$ cat config.mk
export PLATFORM = sky130hd
export DESIGN_NAME = mpei_gpio_in_cond
export DESIGN_NICKNAME = d
export VERILOG_FILES = /design/src/rtl/mpei_gpio_pkg.sv /design/src/rtl/mpei_gpio_deb_cell.sv /design/src/rtl/mpei_gpio_in_cond.sv
export SDC_FILE = /design/constraint.sdc
export NUM_CORES = 1
export LEC_CHECK = 0
export ABC_AREA = 1
export CAP_MARGIN = 20
export CORE_MARGIN = 2
export CORE_UTILIZATION = 35
export CTS_CLUSTER_SIZE = 10
export DETAILED_ROUTE_END_ITERATION = 6
export DONT_BUFFER_PORTS = 1
export MAX_ROUTING_LAYER = met4
export PLACE_DENSITY_LB_ADDON = 0.3
export SLEW_MARGIN = 0
export SYNTH_ARGS = -nofsm -noshare
export SYNTH_HDL_FRONTEND = slang
export SYNTH_SLANG_ARGS = --single-unit
export TNS_END_PERCENT = 100
$ cat constraint.sdc
create_clock -name clk_i -period 2.4 [get_ports clk_i]
set_input_delay 0.48 -clock clk_i [delete_from_list [all_inputs] [get_ports clk_i]]
set_output_delay 0.48 -clock clk_i [all_outputs]
set_load 0.02 [all_outputs]
$ cat src/rtl/mpei_gpio_pkg.sv
// Shared constants and per-bit filter state for the GPIO input conditioner.
package mpei_gpio_pkg;

  localparam int NGPIO_DEF   = 32;
  localparam int PRESC_W_DEF = 16;
  localparam int DEB_W_DEF   = 4;

  // Counter storage width; DEB_W of an instance must not exceed it.
  localparam int DEB_CNT_W = 8;

  typedef logic [DEB_CNT_W-1:0] deb_cnt_t;

  typedef struct packed {
    logic     din;
    deb_cnt_t cnt;
  } deb_cell_t;

  // ">=" rather than "==" so a length lowered mid-count expires at once.
  function automatic logic deb_expired(input deb_cnt_t cnt, input deb_cnt_t len);
    return cnt >= len;
  endfunction

endpackage

$ cat src/rtl/mpei_gpio_deb_cell.sv
// One GPIO bit: debounce filter on the synchronized level, edge pulses and
// sticky interrupt pending flag.
module mpei_gpio_deb_cell
  import mpei_gpio_pkg::*;
#(
  parameter int DEB_W = DEB_W_DEF
) (
  input  logic             clk,
  input  logic             rstn,
  input  logic             s,
  input  logic             tick,
  input  logic             deb_en,
  input  logic [DEB_W-1:0] deb_len,
  input  logic             rise_en,
  input  logic             fall_en,
  input  logic             irq_clr,
  output logic             din,
  output logic             rise,
  output logic             fall,
  output logic             pend
);

  deb_cell_t st_reg;
  deb_cell_t st_next;
  logic      rise_reg;
  logic      fall_reg;
  logic      pend_reg;
  logic      pend_next;
  deb_cnt_t  len_ext;

  assign len_ext = deb_cnt_t'(deb_len);

  // Bypass keeps the counter cleared so enabling the filter starts from zero.
  always_comb begin
    st_next = st_reg;
    if (!deb_en) begin
      st_next.din = s;
      st_next.cnt = '0;
    end else if (s == st_reg.din) begin
      st_next.cnt = '0;
    end else if (tick) begin
      if (deb_expired(st_reg.cnt, len_ext)) begin
        st_next.din = s;
        st_next.cnt = '0;
      end else begin
        st_next.cnt = st_reg.cnt + deb_cnt_t'(1);
      end
    end
  end

  // A set in the same cycle as a clear wins.
  assign pend_next = (rise_reg & rise_en) | (fall_reg & fall_en) | (pend_reg & ~irq_clr);

  always_ff @(posedge clk or negedge rstn) begin
    if (!rstn) begin
      st_reg   <= '0;
      rise_reg <= 1'b0;
      fall_reg <= 1'b0;
      pend_reg <= 1'b0;
    end else begin
      st_reg   <= st_next;
      rise_reg <= st_next.din & ~st_reg.din;
      fall_reg <= ~st_next.din & st_reg.din;
      pend_reg <= pend_next;
    end
  end

  assign din  = st_reg.din;
  assign rise = rise_reg;
  assign fall = fall_reg;
  assign pend = pend_reg;

endmodule

$ cat src/rtl/mpei_gpio_in_cond.sv
// GPIO input conditioner: pad synchronizer, shared sample prescaler and one
// debounce/edge/interrupt cell per pin.
module mpei_gpio_in_cond
  import mpei_gpio_pkg::*;
#(
  parameter int NGPIO   = NGPIO_DEF,
  parameter int PRESC_W = PRESC_W_DEF,
  parameter int DEB_W   = DEB_W_DEF
) (
  input  logic               clk_i,
  input  logic               rstn_i,
  input  logic [NGPIO-1:0]   gpio_pad_i,
  input  logic [PRESC_W-1:0] presc_i,
  input  logic [DEB_W-1:0]   deb_len_i,
  input  logic [NGPIO-1:0]   deb_en_i,
  input  logic [NGPIO-1:0]   irq_rise_en_i,
  input  logic [NGPIO-1:0]   irq_fall_en_i,
  input  logic [NGPIO-1:0]   irq_clr_i,
  output logic [NGPIO-1:0]   gpio_din_o,
  output logic [NGPIO-1:0]   gpio_rise_o,
  output logic [NGPIO-1:0]   gpio_fall_o,
  output logic [NGPIO-1:0]   irq_pend_o,
  output logic               irq_o
);

  logic [NGPIO-1:0]   sync1_reg;
  logic [NGPIO-1:0]   sync2_reg;
  logic [PRESC_W-1:0] presc_cnt_reg;
  logic [PRESC_W-1:0] presc_cnt_next;
  logic               tick;

  always_ff @(posedge clk_i or negedge rstn_i) begin
    if (!rstn_i) begin
      sync1_reg <= '0;
      sync2_reg <= '0;
    end else begin
      sync1_reg <= gpio_pad_i;
      sync2_reg <= sync1_reg;
    end
  end

  // A count stranded above a freshly lowered presc_i restarts without a tick.
  always_comb begin
    tick           = 1'b0;
    presc_cnt_next = presc_cnt_reg + PRESC_W'(1);
    if (presc_cnt_reg > presc_i) begin
      presc_cnt_next = '0;
    end else if (presc_cnt_reg == presc_i) begin
      tick           = 1'b1;
      presc_cnt_next = '0;
    end
  end

  always_ff @(posedge clk_i or negedge rstn_i) begin
    if (!rstn_i) begin
      presc_cnt_reg <= '0;
    end else begin
      presc_cnt_reg <= presc_cnt_next;
    end
  end

  generate
    for (genvar gi = 0; gi < NGPIO; gi++) begin : g_cell
      mpei_gpio_deb_cell #(
        .DEB_W (DEB_W)
      ) u_cell (
        .clk     (clk_i),
        .rstn    (rstn_i),
        .s       (sync2_reg[gi]),
        .tick    (tick),
        .deb_en  (deb_en_i[gi]),
        .deb_len (deb_len_i),
        .rise_en (irq_rise_en_i[gi]),
        .fall_en (irq_fall_en_i[gi]),
        .irq_clr (irq_clr_i[gi]),
        .din     (gpio_din_o[gi]),
        .rise    (gpio_rise_o[gi]),
        .fall    (gpio_fall_o[gi]),
        .pend    (irq_pend_o[gi])
      );
    end
  endgenerate

  assign irq_o = |irq_pend_o;

endmodule

==> impl_results.md, run 1 <==
* Port Buffers at 0
* Actual slew at the worst max-slew pin at 1.753 ns
* Chip height at 269.5 um
* Die Wd at 269.5 um
* Critical path startpoint category: flip-flop
* Netlist cell types at 24
* Max Cap Viol at 0
* CTS max path bufs at 3
* Lkg Pwr at 15.27 nW
* Peak VDD IR at 0.5884 mV
* Yosys top cell area share at 0.4707
* Worst Path Arrival at 2.01 ns
* Async S/R FF share, synth at 1.000
* Crit path kind: flip-flop to primary output
* Routed length per placed instance at 13.37 um
* Grt ovf at 0
* Cell Rows at 97
* Post-route ant nets at 0
* Final Core Density at 0.4037
* Cell taking the most area after synthesis: dfrtp_1
* Main synth FF type: dfrtp_1
* Post-synth EDFFs at 0
* FF-to-FF path depth at 10
* Pwr Density at 638.6 nW/um^2
* Layout cell share with drive strength beyond 1 at 0.05400
* Rel. slew slack at -0.1685
* Initial antenna violation count at 0
* Clk_lat worst skew at 0.60 ns
* Total GRT Usage at 0.1546
* Post-DP HPWL at 36240 um
* Reg-to-Reg Start: presc_cnt_reg[15]$_DFF_PN0_
* Vias per cell at 4.405
* Yosys warnings at 0
* Vias at 17850
* Finished Layout Cells at 4051
* Fin nets at 3443
* Cts bufs inserted at 57
* Fin Clk Skew at 0.01372 ns
* Largest net degree at the start of global routing at 465
* Synth Instances at 3005
* Initial core utilization at 0.3529
* Setup slack after layout at -0.08979 ns
* Layout overhead on the synthesized area at 14.42%
* N_diodes at 0
* First-pass GRT wire length at 89310 um
* RSZ-0062 raised after global routing: true
* DR iter-0 viols at 944
* Drt pass-1 iters at 5
* Routability Congestion at 0.7918
* Critical path fanouts, max at 2
* CP required at 1.92 ns
* Setup TNS Final at -0.08979 ns
* Net Count, Synth at 3364
* Top cells by count, synth: nand2_1, inv_1, dfrtp_1, nor2_1, nand3_1
* Setup violators final at 1
* Min Hold Slack at -0.4072 ns
* # hold bufs at CTS at 123
* # clock sinks at 464
* Crit path capture type: primary output
* Synth area leaders: dfrtp_1, nand2_1, ha_1, inv_1, nand3_1
* DRC errors left at 0
* Die ar. at 72620 sq um
* Hold Fails Final Rpt at 464
* Max reg flops at 256
* Vias in the first global route at 17620
* Outcome: finished, violations left
* Clk root buf: clkbuf_16
* #FFs+latches synth at 464
* Syn_area_per_cell at 8.209 sq um
* Count leader, synth: nand2_1
* TritonCTS clock tree: yes
* Register area share after synthesis at 0.4707
* Worst flop-to-flop path endpoint: g_cell[13].u_cell.st_reg[7]$_DFFE_PN0P_
* Failing checks: negative hold slack, max-slew violations, negative setup slack
* Synth Cell Area at 24670 sq um
* Min Tclk post-route at 2.490 ns
* H-tree levels at 2
* Routed WL at 54150 um
* Placed cell count at 3838
* Power after layout at 18.02 mW
* Max Fclk at 401.6 MHz
* CORE AREA at 69910 sq um
* Class of the worst hold path: primary input to async pin
* Max-slew violation total from the final report at 164
* Flop-to-flop setup slack at 0.24 ns
* Boundary Pins at 311
* Final period util at 1.037
* Clk slew on worst S/H paths at 0.06 ns
## routing by layer
layer | vias up | track usage | routed length (um)
met5 | - | - | 0
met4 | 0 | 0.04795 | 1334
met3 | 87 | 0.03063 | 2567
li1 | 9276 | - | -
met1 | 8185 | 0.1934 | 25360
met2 | 297 | 0.2522 | 24880
## power breakdown
part           internal, mW  total [mW]  leakage, nW  switching, mW
Combinational         0.588        1.38         8.25          0.793
Clock                  4.84        8.10        0.858           3.26
Sequential             8.10        8.54         6.16          0.442
## timing repair
| action | in CTS | in global routing |
|---|---|---|
| pin swaps | 5 | 4 |
| gates resized for setup | 13 | 9 |
| setup endpoints to repair | 1 | 45 |
| endpoints found under the hold margin | 558 | 464 |
| gates cloned | 0 | 1 |
| buffers inserted | 0 | 3 |
## kinds of logic after synthesis
group | share of synthesized area
AND/OR/NAND/NOR | 0.2689
adder cells (fa/ha/maj) | 0.08978
AO/OA/AOI/OAI | 0.01988
flip-flops | 0.4707
XOR/XNOR | 0.03480
buffers and inverters | 0.1159
## how the worst max path moves through the flow
| stage | from | to | slack [ns] |
|---|---|---|---|
| floorplan | deb_len_i[3] | g_cell[24].u_cell.din$_DFF_PN0_ | 0.35 |
| global placement | presc_i[15] | g_cell[19].u_cell.st_reg[4]$_DFFE_PN0P_ | 0.09 |
| detailed placement | presc_i[15] | g_cell[19].u_cell.st_reg[2]$_DFFE_PN0P_ | 0.05 |
| CTS | g_cell[9].u_cell.pend$_DFF_PN0_ | irq_o | -0.20 |
| global route | g_cell[24].u_cell.pend$_DFF_PN0_ | irq_o | -0.21 |
| finish | g_cell[24].u_cell.pend$_DFF_PN0_ | irq_o | -0.09 |
## layout by cell type, fill, tap and decap left out, types with 4 or more instances in the layout
cell             n
nor4_2           4
dfrtp_2          6
dfrtp_1        458
nor2_4          31
nand3_1        210
nor2_1         278
ha_1           177
xnor2_1          5
o211ai_1        32
clkbuf_1         8
dlygate4sd3_1  123
inv_2            6
buf_4           25
clkbuf_8         8
clkbuf_16       60
clkinv_2         8
buf_12           9
nand2_1        957
a21oi_1         37
nand4_1         12
nand3b_1        60
o21ai_0          7
inv_1          477
xor2_1          93
## stage by stage
| step | setup WS [ns] | cell area, sq um |
|---|---|---|
| finish | -0.08979 | 28220 |
| detailed placement | 0.05358 | 25160 |
| global route | -0.2131 | 28220 |
| CTS | -0.2048 | 28150 |
| floorplan | 0.3538 | 24670 |
| global placement | 0.08540 | 25160 |
## worst max-delay path: stages, from the launching register on
cell and delay, ns:
dfrtp_2 0.47, inv_4 0.10, nand4_1 0.26, nor3_2 0.25, buf_4 0.15, nand2_2 0.05, buf_6 0.13
## final cells by class
| class | instances | area [sq um] |
|---|---|---|
| multi-input cells | 1917 | 10240 |
| repair buffers | 159 | 1635 |
| clock inverters | 11 | 108.9 |
| well taps | 940 | 1176 |
| fillers | 7016 | 41680 |
| inverters | 485 | 1826 |
| clock buffers | 75 | 1617 |
| flip-flops and latches | 464 | 11620 |
Power figures use the tool's default switching activity.
==> run 2: changes to the inputs <==
Settings changed: CORE_ASPECT_RATIO set to 1.75.
Clock period 2.4 ns to 3.1 ns, I/O delays scaled along.
==> run 2 against run 1 <==
  * First-iteration DRC count decreased by 25%
  * Non-clock buffer count decreased by 128
  * Via count decreased by 0.91%
  * Largest cell class unchanged
  * The run ends with negative hold slack, max-slew violations left
  * Cell area decreased by 5.8%
  * Clock skew increased by 0.0096 ns
  * Die area increased by 0.12%
  * Highest routed layer unchanged
==> impl_results.md, run 2 (synthesized netlist as in run 1, its figures left out) <==
* Min Tclk post-route at 2.888 ns
* Max Fclk at 346.3 MHz
* Min Hold Slack at -0.2593 ns
* Clk slew on worst S/H paths at 0.06 ns
* Post-route ant nets at 0
* Pwr Density at 494.2 nW/um^2
* Die ar. at 72700 sq um
* Flop-to-flop setup slack at 0.85 ns
* Failing checks: negative hold slack, max-slew violations
* Outcome: finished, violations left
* Worst Path Buf+Inv at 0
* H-tree levels at 2
* Critical path fanouts, max at 3
* Slowest CP cell: nor4_1
* Boundary Pins at 311
* Peak VDD IR at 0.4677 mV
* Worst flop-to-flop path endpoint: g_cell[0].u_cell.st_reg[1]$_DFFE_PN0P_
* FF-to-FF path depth at 10
* Delay-heaviest family, CP: simple AND/OR/NAND/NOR gates
* Met2 Track Usage GR at 0.2923
* CORE AREA at 69670 sq um
* Grt ovf at 0
* Dpl ws at 0.6650 ns
* # clock sinks at 464
* Fin nets at 3311
* Layout overhead on the synthesized area at 7.750%
* Routed length per placed instance at 14.54 um
* Routability Congestion at 0.7963
* Rel. slew slack at -0.07026
* Largest net degree at the start of global routing at 465
* # hold bufs at CTS at 19
* Most frequent cells in the layout: nand2_1, inv_1, dfrtp_1
* Class of the worst hold path: primary input to async pin
* Port Buffers at 0
* Setup violators final at 0
* First-pass GRT wire length at 89880 um
* Crit path kind: flip-flop to primary output
* Most used cell, CP: nand2_1
* Layout cell share with drive strength beyond 1 at 0.03645
* Fin Clk Skew at 0.02334 ns
* Critical path startpoint category: flip-flop
* Clk root buf: clkbuf_16
* Setup slack after layout at 0.2124 ns
* Worst-path cell chain: nor4_1 -> nand2_1 -> nor2_1 -> nand2_1
* Cell Rows at 128
* DR iter-0 viols at 706
* Crit path capture type: primary output
* Fillers at 7205
* CTS max path bufs at 3
* Die Wd at 204.7 um
* Max-slew violation total from the final report at 159
* Clk_lat worst skew at 0.61 ns
* DP Area at 24940 sq um
* Biggest cell delay along the critical path at 0.55 ns
* Setup TNS Final at 0 ns
* Chip height at 355.2 um
* Max Cap Viol at 0
* CP required at 2.48 ns
* Reg-to-Reg Start: presc_cnt_reg[7]$_DFF_PN0_
* RSZ-0062 raised after global routing: false
* Initial antenna violation count at 0
* Initial core utilization at 0.3541
* Total GRT Usage at 0.1617
* Most common cell after layout, fill and taps aside: nand2_1
* Met1 Use GR at 0.1726
* Cts bufs inserted at 53
* Final period util at 0.9315
* Placed cell count at 3788
* DRC errors left at 0
* Hold Fails Final Rpt at 144
* Met3 Use GR at 0.03086
* Drt pass-1 iters at 6
* TritonCTS clock tree: yes
* Worst Path Arrival at 2.27 ns
* Vias per cell at 4.564
* Routed WL at 56330 um
* GRT Max-Usage Layer: met2
* Max reg flops at 256
* Vias at 17680
* Finished Cell Area at 26580 sq um
* Post-CTS Setup Inserts at 0
* Lkg Pwr at 14.51 nW
* Actual slew at the worst max-slew pin at 1.605 ns
* Finished Layout Cells at 3874
* Vias in the first global route at 17680
* Post-DP HPWL at 39790 um
run 2: cell count changes in the layout (fill, tap and decap cells not counted), moves of 3 or more:
cell and delta:
dlygate4sd3_1 -104, buf_4 -19, clkbuf_8 -6, clkinv_2 -6, dfrtp_1 +6, dfrtp_2 -6
clkbuf_16 -5, inv_1 +4, buf_12 -3, inv_2 -3, nand2_1 +3, nor4_1 +3
nor4_2 -3
run 2: cell type report:
type / instances / area (sq um) / area share
diodes: 1 / 2.502 / 0.00009415
clock buffers: 63 / 1426 / 0.05366
clock inverters: 3 / 18.77 / 0.0007061
inverters: 485 / 1823 / 0.06859
multi-input cells: 1917 / 10200 / 0.3839
flip-flops and latches: 464 / 11610 / 0.4368
well taps: 910 / 1139 / 0.04284
repair buffers: 31 / 355.3 / 0.01337
run 2: timing repair:
action	4_1_cts	5_1_grt
endpoints found under the hold margin	483	464
resized for setup	0	1
endpoints found under the setup margin	0	1
run 2: per-layer routing:
layer  vias up  wire (um)
li1       8979          -
met1      8253      22300
met2       343      29280
met3       107       2756
met4         0       1982
met5         -          0
run 2: report_power, final:
group          total, mW  internal, mW  switching [mW]
combinational      0.891         0.312           0.579
sequential          6.63          6.26           0.367
clock               5.61          3.18            2.44
run 2: worst max path at each step:
stage	startpoint	end	slack, ns	cells past startpoint
after floorplan	deb_len_i[3]	g_cell[24].u_cell.din$_DFF_PN0_	0.91	10
after global placement	presc_i[7]	g_cell[17].u_cell.st_reg[1]$_DFFE_PN0P_	0.68	11
after detailed placement	presc_i[7]	g_cell[26].u_cell.st_reg[4]$_DFFE_PN0P_	0.66	11
after CTS	g_cell[20].u_cell.pend$_DFF_PN0_	irq_o	0.03	4
after global routing	g_cell[14].u_cell.pend$_DFF_PN0_	irq_o	0.04	4
final	g_cell[17].u_cell.pend$_DFF_PN0_	irq_o	0.21	4
run 2: stage by stage:
stage	total power, mW	util	hold slack, ns
final	13.14	0.3815	-0.2593
after CTS	13.44	0.3814	-0.3313
after detailed placement	7.636	0.3579	0.3356
after floorplan	7.465	-	0.3244
after global routing	13.79	0.3815	-0.3125
after global placement	7.626	0.3579	0.3311
run 2: worst register-to-register path, stage by stage, from the launching register on:
cell and delay [ns]:
dfrtp_1 0.44, ha_1 0.32, nand2_1 0.07, nor2_1 0.13, nand2_1 0.17, nor2_4 0.24, inv_4 0.22, buf_12 0.24
nor2_4 0.19, nand3_1 0.10, nand2_1 0.07
